**config.mk**
```make
export PLATFORM = sky130hd
export DESIGN_NAME = spi_master_reg_access_flat
export DESIGN_NICKNAME = d
export VERILOG_FILES = /design/src/rtl/spi_master_reg_access_if.sv /design/src/rtl/spi_master_reg_access.sv /design/src/flat_wrapper.sv
export SDC_FILE = /design/constraint.sdc
export NUM_CORES = 1
export LEC_CHECK = 0
export ABC_CLOCK_PERIOD_IN_PS = 2350
export CAP_MARGIN = 20
export CORE_MARGIN = 2
export CORE_UTILIZATION = 49
export DETAILED_ROUTE_END_ITERATION = 16
export PLACE_DENSITY = 0.75
export SETUP_SLACK_MARGIN = 0.3
export SYNTH_ARGS = -nofsm -noshare
export SYNTH_HDL_FRONTEND = slang
export SYNTH_SLANG_ARGS = --single-unit
```
**constraint.sdc**
```tcl
create_clock -name clk -period 2.35 [get_ports clk]
set_clock_uncertainty 0.15 [all_clocks]
set_input_delay 0.235 -clock clk [delete_from_list [all_inputs] [get_ports clk]]
set_output_delay 0.235 -clock clk [all_outputs]
set_load 0.05 [all_outputs]
```
**src/rtl/spi_master_reg_access_if.sv**
```systemverilog
// Command/response bundle between a register-access requester and the SPI master.
// The master modport is the requester side; the slave modport is the SPI master block.
interface spi_master_reg_access_if;
    logic        cmd_valid;
    logic        cmd_ready;
    logic        cmd_rw;
    logic [13:0] cmd_addr;
    logic [15:0] cmd_wdata;
    logic        rsp_valid;
    logic [15:0] rsp_rdata;
    logic        rsp_err;
    logic        busy;

    modport master (
        output cmd_valid, cmd_rw, cmd_addr, cmd_wdata,
        input  cmd_ready, rsp_valid, rsp_rdata, rsp_err, busy
    );

    modport slave (
        input  cmd_valid, cmd_rw, cmd_addr, cmd_wdata,
        output cmd_ready, rsp_valid, rsp_rdata, rsp_err, busy
    );
endinterface

```
**src/rtl/spi_master_reg_access.sv**
```systemverilog
// SPI mode-0 register-access master (two 16-bit frames); SPI_MASTER_WRITE_VERIFY_EN adds write readback/compare.
// Latency 68*CLK_DIV+2*FRAME_GAP+1 clks (doubled for verified writes); cmd_ready low while busy, rsp is a pulse.
module spi_master_reg_access #(
    parameter int unsigned CLK_DIV   = 4,
    parameter int unsigned FRAME_GAP = 64
) (
    input  logic                          clk,
    input  logic                          rst_n,
    spi_master_reg_access_if.slave        bus,
    output logic                          spi_cs_n,
    output logic                          spi_sclk,
    output logic                          spi_mosi,
    input  logic                          spi_miso
);
    localparam int unsigned       CNT_W    = 11;
    localparam logic [CNT_W-1:0]  DIV_LAST = CNT_W'(CLK_DIV - 1);
    localparam logic [CNT_W-1:0]  GAP_LAST = CNT_W'(FRAME_GAP - 1);

    typedef enum logic [2:0] {IDLE, CS_SETUP, SHIFT, CS_HOLD, GAP1, GAP2, DONE} state_t;

    state_t             state_q, state_d;
    logic [CNT_W-1:0]   cnt_q, cnt_d;
    logic [3:0]         bit_q, bit_d;
    logic               sclk_ph_q, sclk_ph_d;
    logic               frame_q, frame_d;
    logic [15:0]        tx_q, tx_d, rx_q, rx_d;
    logic               rw_q, rw_d;
    logic [13:0]        addr_q, addr_d;
    logic [15:0]        wdata_q, wdata_d;
    logic               cmd_ready_q, cmd_ready_d, busy_q, busy_d, rsp_valid_q, rsp_valid_d;
    logic [15:0]        rsp_rdata_q, rsp_rdata_d;
    logic               cs_n_q, cs_n_d, sclk_q, sclk_d, mosi_q, mosi_d;
    logic               rd_pass;
    logic               div_last;

`ifdef SPI_MASTER_WRITE_VERIFY_EN
    logic               vfy_q, vfy_d, rsp_err_q, rsp_err_d;
    assign rd_pass = rw_q | vfy_q;
`else
    assign rd_pass = rw_q;
`endif

    assign div_last = (cnt_q == DIV_LAST);

    // Pin and response registers follow the current state, so they trail it by one clk.
    always_comb begin
        state_d     = state_q;
        cnt_d       = cnt_q;
        bit_d       = bit_q;
        sclk_ph_d   = sclk_ph_q;
        frame_d     = frame_q;
        tx_d        = tx_q;
        rx_d        = rx_q;
        rw_d        = rw_q;
        addr_d      = addr_q;
        wdata_d     = wdata_q;
        rsp_valid_d = 1'b0;
        rsp_rdata_d = rsp_rdata_q;
        cs_n_d      = 1'b1;
        sclk_d      = 1'b0;
        mosi_d      = 1'b0;
`ifdef SPI_MASTER_WRITE_VERIFY_EN
        vfy_d       = vfy_q;
        rsp_err_d   = rsp_err_q;
`endif
        case (state_q)
            IDLE: begin
                if (bus.cmd_valid && cmd_ready_q) begin
                    rw_d    = bus.cmd_rw;
                    addr_d  = bus.cmd_addr;
                    wdata_d = bus.cmd_wdata;
                    tx_d    = {{2{bus.cmd_rw}}, bus.cmd_addr};
                    frame_d = 1'b0;
                    cnt_d   = '0;
                    state_d = CS_SETUP;
`ifdef SPI_MASTER_WRITE_VERIFY_EN
                    vfy_d   = 1'b0;
`endif
                end
            end
            CS_SETUP: begin
                cs_n_d = 1'b0;
                mosi_d = tx_q[15];
                if (div_last) begin
                    cnt_d     = '0;
                    sclk_ph_d = 1'b1;
                    bit_d     = 4'd15;
                    state_d   = SHIFT;
                end else begin
                    cnt_d = cnt_q + CNT_W'(1);
                end
            end
            SHIFT: begin
                cs_n_d = 1'b0;
                mosi_d = tx_q[15];
                sclk_d = sclk_ph_q;
                if (sclk_ph_q && cnt_q == '0) begin
                    rx_d = {rx_q[14:0], spi_miso};
                end
                if (div_last) begin
                    cnt_d = '0;
                    if (sclk_ph_q) begin
                        sclk_ph_d = 1'b0;
                        if (bit_q != 4'd0) begin
                            tx_d = {tx_q[14:0], 1'b0};
                        end
                    end else if (bit_q == 4'd0) begin
                        state_d = CS_HOLD;
                    end else begin
                        sclk_ph_d = 1'b1;
                        bit_d     = bit_q - 4'd1;
                    end
                end else begin
                    cnt_d = cnt_q + CNT_W'(1);
                end
            end
            CS_HOLD: begin
                cs_n_d = 1'b0;
                mosi_d = tx_q[15];
                if (div_last) begin
                    cnt_d   = '0;
                    state_d = frame_q ? GAP2 : GAP1;
                end else begin
                    cnt_d = cnt_q + CNT_W'(1);
                end
            end
            GAP1: begin
                if (cnt_q == GAP_LAST) begin
                    cnt_d   = '0;
                    frame_d = 1'b1;
                    tx_d    = rd_pass ? 16'h0000 : wdata_q;
                    state_d = CS_SETUP;
                end else begin
                    cnt_d = cnt_q + CNT_W'(1);
                end
            end
            GAP2: begin
                if (cnt_q == GAP_LAST) begin
                    cnt_d   = '0;
                    state_d = DONE;
`ifdef SPI_MASTER_WRITE_VERIFY_EN
                    // A completed write is followed by a readback of the same address.
                    if (!rw_q && !vfy_q) begin
                        vfy_d   = 1'b1;
                        frame_d = 1'b0;
                        tx_d    = {2'b11, addr_q};
                        state_d = CS_SETUP;
                    end
`endif
                end else begin
                    cnt_d = cnt_q + CNT_W'(1);
                end
            end
            DONE: begin
                rsp_valid_d = 1'b1;
                if (rd_pass) begin
                    rsp_rdata_d = rx_q;
                end
`ifdef SPI_MASTER_WRITE_VERIFY_EN
                rsp_err_d = vfy_q && (rx_q != wdata_q);
`endif
                state_d = IDLE;
            end
            default: state_d = IDLE;
        endcase
        cmd_ready_d = (state_q == IDLE) && (state_d == IDLE);
        busy_d      = !cmd_ready_d;
    end

    always_ff @(posedge clk or negedge rst_n) begin
        if (!rst_n) begin
            state_q     <= IDLE;
            cnt_q       <= '0;
            bit_q       <= '0;
            sclk_ph_q   <= 1'b0;
            frame_q     <= 1'b0;
            tx_q        <= '0;
            rx_q        <= '0;
            rw_q        <= 1'b0;
            addr_q      <= '0;
            wdata_q     <= '0;
            cmd_ready_q <= 1'b1;
            busy_q      <= 1'b0;
            rsp_valid_q <= 1'b0;
            rsp_rdata_q <= '0;
            cs_n_q      <= 1'b1;
            sclk_q      <= 1'b0;
            mosi_q      <= 1'b0;
        end else begin
            state_q     <= state_d;
            cnt_q       <= cnt_d;
            bit_q       <= bit_d;
            sclk_ph_q   <= sclk_ph_d;
            frame_q     <= frame_d;
            tx_q        <= tx_d;
            rx_q        <= rx_d;
            rw_q        <= rw_d;
            addr_q      <= addr_d;
            wdata_q     <= wdata_d;
            cmd_ready_q <= cmd_ready_d;
            busy_q      <= busy_d;
            rsp_valid_q <= rsp_valid_d;
            rsp_rdata_q <= rsp_rdata_d;
            cs_n_q      <= cs_n_d;
            sclk_q      <= sclk_d;
            mosi_q      <= mosi_d;
        end
    end

`ifdef SPI_MASTER_WRITE_VERIFY_EN
    always_ff @(posedge clk or negedge rst_n) begin
        if (!rst_n) begin
            vfy_q     <= 1'b0;
            rsp_err_q <= 1'b0;
        end else begin
            vfy_q     <= vfy_d;
            rsp_err_q <= rsp_err_d;
        end
    end
    assign bus.rsp_err = rsp_err_q;
`else
    assign bus.rsp_err = 1'b0;
`endif

    assign bus.cmd_ready = cmd_ready_q;
    assign bus.busy      = busy_q;
    assign bus.rsp_valid = rsp_valid_q;
    assign bus.rsp_rdata = rsp_rdata_q;
    assign spi_cs_n      = cs_n_q;
    assign spi_sclk      = sclk_q;
    assign spi_mosi      = mosi_q;
endmodule

```
**src/flat_wrapper.sv**
```systemverilog
// flat-port wrapper written by rule: the top's interface ports become plain ports
module spi_master_reg_access_flat 
#(
    parameter int unsigned CLK_DIV   = 4,
    parameter int unsigned FRAME_GAP = 64
)
  (clk, rst_n, spi_cs_n, spi_sclk, spi_mosi, spi_miso, bus_cmd_valid, bus_cmd_rw, bus_cmd_addr, bus_cmd_wdata, bus_cmd_ready, bus_rsp_valid, bus_rsp_rdata, bus_rsp_err, bus_busy);
  spi_master_reg_access_if bus_i ();
  input  logic clk;
  input  logic rst_n;
  output logic spi_cs_n;
  output logic spi_sclk;
  output logic spi_mosi;
  input  logic spi_miso;
  input wire logic [$bits(bus_i.cmd_valid)-1:0] bus_cmd_valid;
  input wire logic [$bits(bus_i.cmd_rw)-1:0] bus_cmd_rw;
  input wire logic [$bits(bus_i.cmd_addr)-1:0] bus_cmd_addr;
  input wire logic [$bits(bus_i.cmd_wdata)-1:0] bus_cmd_wdata;
  output wire logic [$bits(bus_i.cmd_ready)-1:0] bus_cmd_ready;
  output wire logic [$bits(bus_i.rsp_valid)-1:0] bus_rsp_valid;
  output wire logic [$bits(bus_i.rsp_rdata)-1:0] bus_rsp_rdata;
  output wire logic [$bits(bus_i.rsp_err)-1:0] bus_rsp_err;
  output wire logic [$bits(bus_i.busy)-1:0] bus_busy;
  assign bus_i.cmd_valid = bus_cmd_valid;
  assign bus_i.cmd_rw = bus_cmd_rw;
  assign bus_i.cmd_addr = bus_cmd_addr;
  assign bus_i.cmd_wdata = bus_cmd_wdata;
  assign bus_cmd_ready = bus_i.cmd_ready;
  assign bus_rsp_valid = bus_i.rsp_valid;
  assign bus_rsp_rdata = bus_i.rsp_rdata;
  assign bus_rsp_err = bus_i.rsp_err;
  assign bus_busy = bus_i.busy;
  spi_master_reg_access #(.CLK_DIV(CLK_DIV), .FRAME_GAP(FRAME_GAP)) u_core (.clk(clk), .rst_n(rst_n), .bus(bus_i), .spi_cs_n(spi_cs_n), .spi_sclk(spi_sclk), .spi_mosi(spi_mosi), .spi_miso(spi_miso));
endmodule
```
Word-level counts from Yosys, hierarchy flattened

Cells that the tools add are included.

$add $sub $neg: 2
Equality and inequality tests: 16
Multiplexer cells: 38
Reduce and logical (&&, ||, !) cells: 23

Operator list:

| operator                                                                | count |
|---|---|
| 16-bit two-way mux                                                      | 6 |
| 16-bit one-hot mux with 3 select lines                                  | 1 |
| 11-bit two-way mux                                                      | 3 |
| 11-bit one-hot mux with 3 select lines                                  | 1 |
| 3-bit two-way mux                                                       | 8 |
| 3-bit one-hot mux with 6 select lines                                   | 1 |
| 4-bit two-way mux                                                       | 4 |
| 2-bit by 1-bit != test with 1-bit output (second input constant)        | 6 |
| 11-bit by 1-bit adder with 11-bit output (second input constant)        | 1 |
| 11-bit by 2-bit equality test with 1-bit output (second input constant) | 1 |
| 11-bit by 6-bit equality test with 1-bit output (second input constant) | 1 |
| 11-bit logical NOT                                                      | 1 |
| 1-bit two-way mux                                                       | 11 |
| 3-bit equality test (second input constant)                             | 3 |
| 4-bit one-hot mux with 2 select lines                                   | 1 |
| 2-bit AND reduction                                                     | 4 |
| 3-bit by 2-bit equality test with 1-bit output (second input constant)  | 2 |
| 3-bit logical NOT                                                       | 2 |
| 3-bit AND reduction                                                     | 2 |
| 6-bit AND reduction                                                     | 1 |
| 3-bit nonzero test                                                      | 2 |
| 5-bit AND reduction                                                     | 1 |
| 4-bit logical NOT                                                       | 1 |
| 2-bit != test (second input constant)                                   | 2 |
| other kinds (9)                                                         | 13 |

Flip-flop bits (word level): 91
Bits of input ports: 35
Output and inout bits: 23
Word-level logic and storage cells: 95

Logic depth before layout (Yosys ltp)

Gate-level depths: netlist of the first run.

Depth after elaboration: 8
Mapped depth: 8
Gate-level depth less buffers: 7

Least setup slack after synthesis of the first run

Ideal clock, no wire load.

Path kind: reg-to-reg
Start: reg u_core.cnt_q[8]
End: reg u_core.tx_q[0]
Library setup time: 0.125 ns
Arrival time: 2.222 ns
Required time: 2.075 ns
Setup slack: -0.147 ns
Stages on the path, launching flop included: 7
Buffers on the path: 1
Period minus slack after synthesis: 2.497 ns
Cells stage by stage: dfrtp_1 > or4_4 > and4bb_1 > buf_6 > nand2_4 > a221oi_4 > mux2_4

Word-level cells in the longest chain between the ends: 3
Elaborated cells between the ends (all ways): 5
Those cells by class: 4 x eq/ne; 1 x reduce/logical

RTL lines:

| what                                                                                                                      | line                                                      | text |
|---|---|---|
| start, declared                                                                                                           | spi_master_reg_access.sv:22                               | `logic [CNT_W-1:0] cnt_q, cnt_d;` |
| start signal, assigned                                                                                                    | spi_master_reg_access.sv:191                              | `cnt_q <= cnt_d;` |
| 11-bit by 6-bit equality test with 1-bit output / 11-bit by 2-bit equality test with 1-bit output (equally long branches) | spi_master_reg_access.sv:128, spi_master_reg_access.sv:43 |  |
| 2-bit by 1-bit != test with 1-bit output (no line)                                                                        | n/a                                                       |  |
| 6-bit AND reduction (no line) (*)                                                                                         | n/a                                                       |  |
| end signal, assigned                                                                                                      | spi_master_reg_access.sv:195                              | `tx_q <= tx_d;` |
| end, declared                                                                                                             | spi_master_reg_access.sv:26                               | `logic [15:0] tx_q, tx_d, rx_q, rx_d;` |

Every way passes the cells marked *; elsewhere a longest branch is shown, timed or not.
A chain may end at the register's enable or synchronous reset.

Worst setup path in the final report of the first run

Ends and elaborated chain as after synthesis.

==> results of run 1 <==
## layout make-up
class                           count  area share, %
Multi-Input combinational cell    206           32.5
Timing Repair Buffer               92           16.8
Sequential cell                    91           42.7
Clock buffer                        9           2.32
Clock inverter                      7           1.66
Tap cell                          105           2.46
Inverter                           22           1.55
## cell families after synthesis
family | share of synthesized area (%)
muxes | 18.1
and+or+nand+nor | 10.6
other | 0.0906
xor gates and xnor gates | 0.635
buffers and inverters | 4.14
DFF | 55.1
adders and majority gates | 0.907
AOI/OAI and AO/OA | 10.5
## repair_timing
item,4_1_cts,5_1_grt
setup buffers,4,1
hold endpoints to repair,45,0
pin swaps,6,3
hold buffers,1,0
resized for setup,8,4
endpoints found under the setup margin,52,51
## per-layer routing
layer	global-route usage (%)	vias to the layer above
met3	3.99	11
met4	7.26	0
met1	26.6	1433
met5	0	-
li1	-	1400
met2	31.4	72
## power by group through the flow
stage               registers [W]   logic [W]  clock network (W)
floorplan                 0.00160  0.00000978                  0
global placement          0.00160    0.000102                  0
detailed placement        0.00160    0.000103                  0
CTS                       0.00157    0.000105            0.00115
global route              0.00158    0.000114            0.00122
finish                    0.00157    0.000102            0.00112
## critical path: cells and delay by family, from the launching register on
family	cells	cell delay, ps
mux	1	290
simple gates	3	1000
compound gates	1	270
buf+inv	1	170
flops	1	400
## final timing paths
check,start,endpoint,slack (ps),cells past startpoint
max,u_core.cnt_q[8],u_core.tx_q[0],-30,6
min,rst_n,u_core.rx_q[5],280,2
max reg2reg,u_core.cnt_q[8],u_core.tx_q[0],-30,6
min reg2reg,u_core.bit_q[0],u_core.bit_q[0],340,1
max in group asynchronous,rst_n,u_core.bus.cmd_ready,1040,3
min in group clk,bus_cmd_wdata[6],u_core.wdata_q[6],330,2
## placed cells by master (no fill, tap or decap), drive strengths merged, types with 2 or more instances in the layout
| master | n |
|---|---|
| nor2b | 2 |
| nand2b | 7 |
| o21ai | 7 |
| or4 | 2 |
| nand2 | 19 |
| nand3 | 12 |
| xnor2 | 2 |
| a21oi | 5 |
| nand3b | 2 |
| inv | 27 |
| ha | 3 |
| buf | 36 |
| a22o | 3 |
| a221oi | 2 |
| nor2 | 14 |
| clkbuf | 9 |
| mux2i | 17 |
| nor3 | 8 |
| a21o | 3 |
| a211o | 7 |
| dfstp | 2 |
| and3 | 5 |
| dfrtp | 89 |
| clkdlybuf4s50 | 53 |
| mux2 | 51 |
| dlygate4sd2 | 2 |
| nor4 | 3 |
| a222oi | 15 |
## metrics by stage
| step | setup slack [ps] | setup TNS, ps | cell area [µm²] |
|---|---|---|---|
| after floorplan | -136 | -1340 | 4170 |
| after global placement | 3.87 | 0 | 5040 |
| after detailed placement | -28.8 | -75.6 | 5040 |
| after CTS | -10.2 | -19.2 | 5310 |
| after global routing | -99.8 | -1280 | 5340 |
| final | -33.2 | -96.4 | 5340 |
## sequential cells by signal (all words and copies together), names as in the netlist, 3 cells and up
name	count
u_core.bit_q	4
u_core.cnt_q	11
u_core.tx_q	16
u_core.rx_q	16
u_core.state_q	3
u_core.wdata_q	16
u_core.bus.rsp_rdata	16
==> flow_summary.ini, run 1 <==
[cells_and_area]
antenna_cells = 0
final_core_util_pct = 64.9
drive_above_1_share_pct = 28.3
syn2layout_area_growth_pct = 28.9
seqCellArea_um2 = 2280
multi_input_area_um2 = 1740
nFillCells = 644
final_net_count = 460
instances_no_fill = 532

[detailed_routing]
vias = 2916
drtIter0Drc = 189
final_antenna_net_count = 0
route.met3.wl_um = 312
wl_um = 8270
top_layer_used = met4
wl_per_cell_um = 15.5
drt_pass1_iterations = 5
met2_length_um = 3940
drcViolationCount = 0
vias_per_cell = 5.48
met1_length_um = 3890

[place]
placedCellCount = 510
dp_hpwl_um = 5750
port_buffers = 56
globalplace.congestion = 0.848

[synth]
synthTopCellsByCount = dfrtp_1, mux2_2, inv_1
yosys.area.top_type = dfrtp_1
ys_seq_area_share_pct = 55.1
synth_top_cell_area_share_pct = 53.8
yosys_warnings = 0
synthTopCellsByArea = dfrtp_1, mux2_2, mux2i_1
post_synth.cell_area_avg_um2 = 12.4
synth_edf_count = 0
syn_nets = 373
synth_area_um2 = 4140
synth_cells = 335
async_reset_ff_share_pct = 100
yosys_register_bits = 91
synth_cell_types = 54
yosys.cell_count.top_type = dfrtp_1
ys.flop_type = dfrtp_1

[power]
p_int_w = 0.00215
seqPwrFrac_pct = 56.4
peakVddDrop_mv = 0.261
p_clk_share_pct = 40.0
p_per_area_nw_per_um2 = 523
leakagePower_nw = 2.50
p_total_w = 0.00279
combPwrFrac_pct = 3.6
p_switching_w = 0.000644
swShare_pct = 23.1

[worst_setup_path]
crit_fanout = 6
worstSetupPathType = flop to flop
cp.required_ps = 2450
cp-start-kind = flop
cp_slowest_cell = or4_4
cp-end-kind = flop
max_stage_delay_ps = 560
worstPathArrival_ps = 2480
path_cells = or4_4 > and4bb_2 > nand2_4 > a221oi_4 > buf_12 > mux2_4

[cts]
cts_buffer_depth = 2
clk_latency_ps = 360
tritoncts = done
cts_root_buf = clkbuf_8
cts_htree_levels = 3
clock-sinks = 91
clk_pin_slew_ps = 100
cts_made_buffers = 9

[sta]
maxSlewViolCount = 0
tightest_slew_ps = 619
post-route-period-util_pct = 101
setup_ws_ps = -33.2
fmax_mhz = 420
setup_viol_count_final = 6
rsz0062_at_grt = yes
layout_min_cycle_time_ps = 2380
hold_violations = 0
slew_headroom_pct = 58.7
hold_ws_ps = 284

[floorplan]
initial_core_util_pct = 50.4
die_h_um = 95.9
die_area_um2 = 9200
fp.dieW_um = 95.9
ios = 58
num_rows = 33
coreArea_um2 = 8220

[global_route]
antenna_found_initial = 0
grt_pass1_wl_um = 13800
grt_max_degree = 50
grt_pass1_vias = 2933
grt_overflow_total = 0
grt_usage_pct = 19.6

[run]
drv_cap = 0

[hold_path]
holdCritPathClass = primary input to asynchronous set/reset pin

[run_status]
violations = setup timing
status = finished, violations left
(Power assumes the default switching activity.)
==> run 2: changes to the inputs <==
Settings changed: ABC_CLOCK_PERIOD_IN_PS 2350 to 2800, CORE_UTILIZATION 49 to 50, PLACE_DENSITY 0.75 to 0.73.
Clock period 2.35 ns to 2.8 ns, I/O delays scaled along.
==> run 2 against run 1 <==
  * The flow now finishes without violations
  * Setup slack gained 370 ps
  * Cell count down 3.8%
  * Design area decreased by 3.4%
  * Sequential power down 16%
  * Critical path depth is 1 higher
  * Count of clock-buffer cells in the layout stayed put
  * Maximum frequency shrank 3.1%
  * Largest power group unchanged
==> flow_summary.ini, run 2 (synthesis results as in run 1) <==
[worst_setup_path]
cp-start-kind = flop
worstPathArrival_ps = 2590
rrSetupSlack_ps = 340
crit_fanout = 7
rr_endpoint = u_core.tx_q[6]
critPathMostFrequentCell = buf_12
cp_num_buf_inv = 2
startpoint = u_core.cnt_q[8]
cp_slowest_cell = or4_4
cp_top_family = simple AND/OR/NAND/NOR gates
critical_path.endpoint = u_core.tx_q[6]
r2r_cells = 7
worstSetupPathType = flop to flop
max_stage_delay_ps = 580
cp-end-kind = flop
cp.required_ps = 2930
worstSetupPathDepth = 7
r2r-start = u_core.cnt_q[8]
path_cells = or4_4 > and4bb_4 > nand2_4 > a221oi_4 > buf_12 > buf_12 > mux2i_1

[place]
dp_slack_ps = 201
dp_hpwl_um = 5300
port_buffers = 56
globalplace.congestion = 0.851

[detailed_routing]
final_antenna_net_count = 0
vias = 2900
wl_per_cell_um = 15.4
drt_pass1_iterations = 9
vias_per_cell = 5.66
drcViolationCount = 0
wl_um = 7870
drtIter0Drc = 251

[global_route]
grt_pass1_vias = 2914
grt_pass1_wl_um = 13100
antenna_found_initial = 0
grt_max_degree = 42
grt_overflow_total = 0
grt_usage_pct = 18.9

[cts]
cts_buffer_depth = 2
clk_latency_ps = 360
tritoncts = done
cts_made_buffers = 9
cts_root_buf = clkbuf_8
clk_pin_slew_ps = 100
cts_htree_levels = 3
clock-sinks = 91

[floorplan]
die_h_um = 95.0
ios = 58
num_rows = 33
die_area_um2 = 9020
initial_core_util_pct = 50.9
coreArea_um2 = 8130
fp.dieW_um = 95.0

[run_status]
status = completed

[power]
peakVddDrop_mv = 0.294
p_per_area_nw_per_um2 = 453
leakagePower_nw = 2.37

[cells_and_area]
multi_input_area_um2 = 1720
layout_common_cells = dfrtp_1, clkdlybuf4s50_1, mux2_2
seqCellArea_um2 = 2280
syn2layout_area_growth_pct = 24.5
drive_above_1_share_pct = 25.1
antenna_cells = 0
nFillCells = 621
final_net_count = 440
layout_commonest_cell = dfrtp_1

[sta]
fin_tns_setup_ps = 0
hold_violations = 0
post-route-period-util_pct = 87.8
fmax_mhz = 407
setup_viol_count_final = 0
rsz0062_at_grt = yes
layout_min_cycle_time_ps = 2460
slew_headroom_pct = 50.4
setup_ws_ps = 341
maxSlewViolCount = 0
hold_ws_ps = 298
tightest_slew_ps = 741

[run]
drv_cap = 0

[hold_path]
holdCritPathClass = primary input to asynchronous set/reset pin
[run 2: changes by cell type in the layout (fill, tap and decap cells not counted), moves of 2 or more]
cell and delta:
nor2_2 +2, dlygate4sd2_1 -2, buf_4 -18, buf_12 -2, clkdlybuf4s50_1 +2
[run 2: final cells by class]
| type | count | share of cell area, % |
|---|---|---|
| Clock buffer | 9 | 2.40 |
| Inverter | 22 | 1.60 |
| Multi-Input combinational cell | 206 | 33.3 |
| Clock inverter | 7 | 1.60 |
| Timing Repair Buffer | 72 | 14.3 |
| Sequential cell | 91 | 44.3 |
| Tap cell | 105 | 2.55 |
[run 2: repair_timing]
item / in CTS / in global routing
gates resized for setup: 6 / 3
hold buffers: 1 / 0
endpoints found under the setup margin: 25 / 24
cloned: 0 / 1
setup buffers: 2 / 3
pin swaps: 1 / 4
endpoints found under the hold margin: 37 / 0
[run 2: worst min-delay path by stage]
stage          startpoint                end  slack, ps  depth (start not counted)
2_1_floorplan       rst_n    u_core.bit_q[0]       -170                          0
3_3_place_gp        rst_n    u_core.spi_mosi        150                          1
3_5_place_dp        rst_n  u_core.wdata_q[1]        150                          1
4_1_cts             rst_n  u_core.wdata_q[6]        300                          2
5_1_grt             rst_n  u_core.wdata_q[1]        340                          2
6_report            rst_n  u_core.wdata_q[1]        300                          2
[run 2: per-stage QoR]
step	area [µm²]	instances	util [%]	total power (W)
5_1_grt	5150	512	63.3	0.00243
6_report	5150	512	63.3	0.00233
3_3_place_gp	4830	489	59.4	0.00143
4_1_cts	5080	508	62.4	0.00236
2_1_floorplan	4140	335	-	0.00135
3_5_place_dp	4830	489	59.4	0.00143
[run 2: worst register-to-register path, cell delays in order (launching register included)]
cell and delay, ps:
dfrtp_1 400, or4_4 580, and4bb_4 420, nand2_4 60
a221oi_4 280, buf_12 160, buf_12 120, mux2i_1 200
[run 2: report_power, final]
| group | switching, W | internal (W) | total, W | leakage [nW] |
|---|---|---|---|---|
| sequential | 0.00000272 | 0.00132 | 0.00132 | 1.17 |
| combinational | 0.0000368 | 0.0000488 | 0.0000856 | 1.09 |
| clock | 0.000498 | 0.000430 | 0.000928 | 0.104 |
| total | 0.000538 | 0.00180 | 0.00233 | 2.37 |
[run 2: per-layer routing]
layer | global-route usage, % | vias to the layer above | routed length (µm)
met5 | 0 | - | 0
met1 | 24.9 | 1427 | 3550
met2 | 31.1 | 96 | 3820
met3 | 2.79 | 15 | 343
li1 | - | 1362 | -
met4 | 8.33 | 0 | 150
==> run 3: changes to the inputs <==
Settings changed: CAP_MARGIN 20 to 15, CORE_MARGIN 2 to 4, REMOVE_ABC_BUFFERS set to 1.
==> run 3 against run 2 <==
  * Global-route usage down 1.8 points
  * Clock power is 5.2% lower
  * Design area fell by 0.46%
  * Routed wire length grew 2.3%
  * Largest cell class unchanged
==> flow_summary.ini, run 3 (synthesis results as in run 1) <==
[place]
place_area_um2 = 4820
placedCellCount = 487
globalplace.congestion = 0.837
dp_hpwl_um = 5670
port_buffers = 56

[cells_and_area]
drive_above_1_share_pct = 25.4
layout_common_cells = dfrtp_1, clkdlybuf4s50_1, mux2_2
layout_commonest_cell = dfrtp_1
final_net_count = 442
instances_no_fill = 511
antenna_cells = 0
syn2layout_area_growth_pct = 23.9
final_cell_area_um2 = 5130

[run_status]
status = completed

[detailed_routing]
drtIter0Drc = 189
drt_pass1_iterations = 4
drcViolationCount = 0
met2_length_um = 3860
wl_um = 8050
top_layer_used = met4
met1_length_um = 3720
vias = 2887
route.met3.wl_um = 399
vias_per_cell = 5.65
final_antenna_net_count = 0
wl_per_cell_um = 15.7

[global_route]
grt_pass1_vias = 2833
antenna_found_initial = 0
grt_overflow_total = 0
grt_usage_pct = 17.1
grt_pass1_wl_um = 13800
grt_max_degree = 45

[worst_setup_path]
worstPathArrival_ps = 2560
worstSetupPathType = flop to flop
crit_fanout = 5
cp-start-kind = flop
cp_slowest_cell = or4_4
path_cells = or4_4 > and4bb_4 > nand2_4 > a221oi_4 > buf_6 > mux2i_1
cp.required_ps = 2940
max_stage_delay_ps = 580
cp-end-kind = flop

[sta]
maxSlewViolCount = 0
layout_min_cycle_time_ps = 2430
rsz0062_at_grt = yes
tightest_slew_ps = 698
hold_violations = 0
fmax_mhz = 412
slew_headroom_pct = 53.3
fin_tns_setup_ps = 0
setup_viol_count_final = 0
post-route-period-util_pct = 86.7

[hold_path]
holdCritPathClass = primary input to asynchronous set/reset pin

[power]
peakVddDrop_mv = 0.241
leakagePower_nw = 2.37
p_per_area_nw_per_um2 = 446

[floorplan]
die_h_um = 99.0
initial_core_util_pct = 52.5
ios = 58
die_area_um2 = 9800
coreArea_um2 = 7890
fp.dieW_um = 99.0
num_rows = 32

[cts]
cts_htree_levels = 3
clk_latency_ps = 360
cts_root_buf = clkbuf_8
cts_buffer_depth = 2
clock-sinks = 91
tritoncts = done
cts_made_buffers = 9
clk_pin_slew_ps = 110

[run]
drv_cap = 0
run 3: cell types whose count changed in the layout (fill, tap and decap cells not counted), sizes merged:
cell	previous run	this run
buf	15	18
bufinv	1	0
clkbuf	10	9
clkinv	1	3
clkinvlp	1	0
run 3: metal layers:
metal  up-vias  track usage, %
met4         0            6.09
met3         5            3.26
met2        67            26.6
met1      1456            24.1
met5         -               0
li1       1359               -
run 3: final timing paths:
path	from	to	slack, ps	cells past startpoint
worst min-delay path	rst_n	u_core.rx_q[10]	300	2
min in group clk	u_core.tx_q[15]	u_core.spi_mosi	350	2
worst max-delay path	u_core.cnt_q[8]	u_core.tx_q[1]	370	6
worst min register to register	u_core.tx_q[15]	u_core.spi_mosi	350	2
max in group asynchronous	rst_n	u_core.bus.cmd_ready	1480	3
worst max register to register	u_core.cnt_q[8]	u_core.tx_q[1]	370	6
run 3: per-stage QoR:
step           power, W  setup WS [ps]  utilization (%)  hold WS [ps]
6_report        0.00229            373             65.0           299
5_1_grt         0.00238            250             65.0           358
4_1_cts         0.00232            312             64.0           309
3_5_place_dp    0.00143            209             61.2           159
3_3_place_gp    0.00143            304             61.2           165
2_1_floorplan   0.00135          -64.4                -          -166
run 3: final cells by class:
| type | count | area [µm²] |
|---|---|---|
| fill | 604 | 2760 |
| sequential | 91 | 2280 |
| multi-input combinational | 206 | 1720 |
| timing repair buffer | 74 | 719 |
| tap | 102 | 128 |
| clock buffer | 9 | 124 |
| inverter | 22 | 82.6 |
| clock inverter | 7 | 78.8 |
run 3: what timing repair did:
| item | CTS | global route |
|---|---|---|
| pin swaps | 0 | 2 |
| setup endpoints to repair | 21 | 27 |
| gates resized for setup | 4 | 10 |
| hold buffers | 1 | 0 |
| cloned | 0 | 1 |
| hold endpoints to repair | 42 | 0 |
| buffers inserted | 0 | 6 |
run 3: report_power, final:
group	switching [W]	internal, W	total [W]
Sequential	0.00000304	0.00132	0.00132
Clock	0.000522	0.000358	0.000880
Combinational	0.0000373	0.0000488	0.0000861
Total	0.000562	0.00172	0.00229
run 3: worst max-delay path: cells and delay by family, from the launching register on:
family	cells	cell delay [ps]
buf+inv	1	190
simple gates	3	1060
flops	1	400
mux	1	190
compound gates	1	370
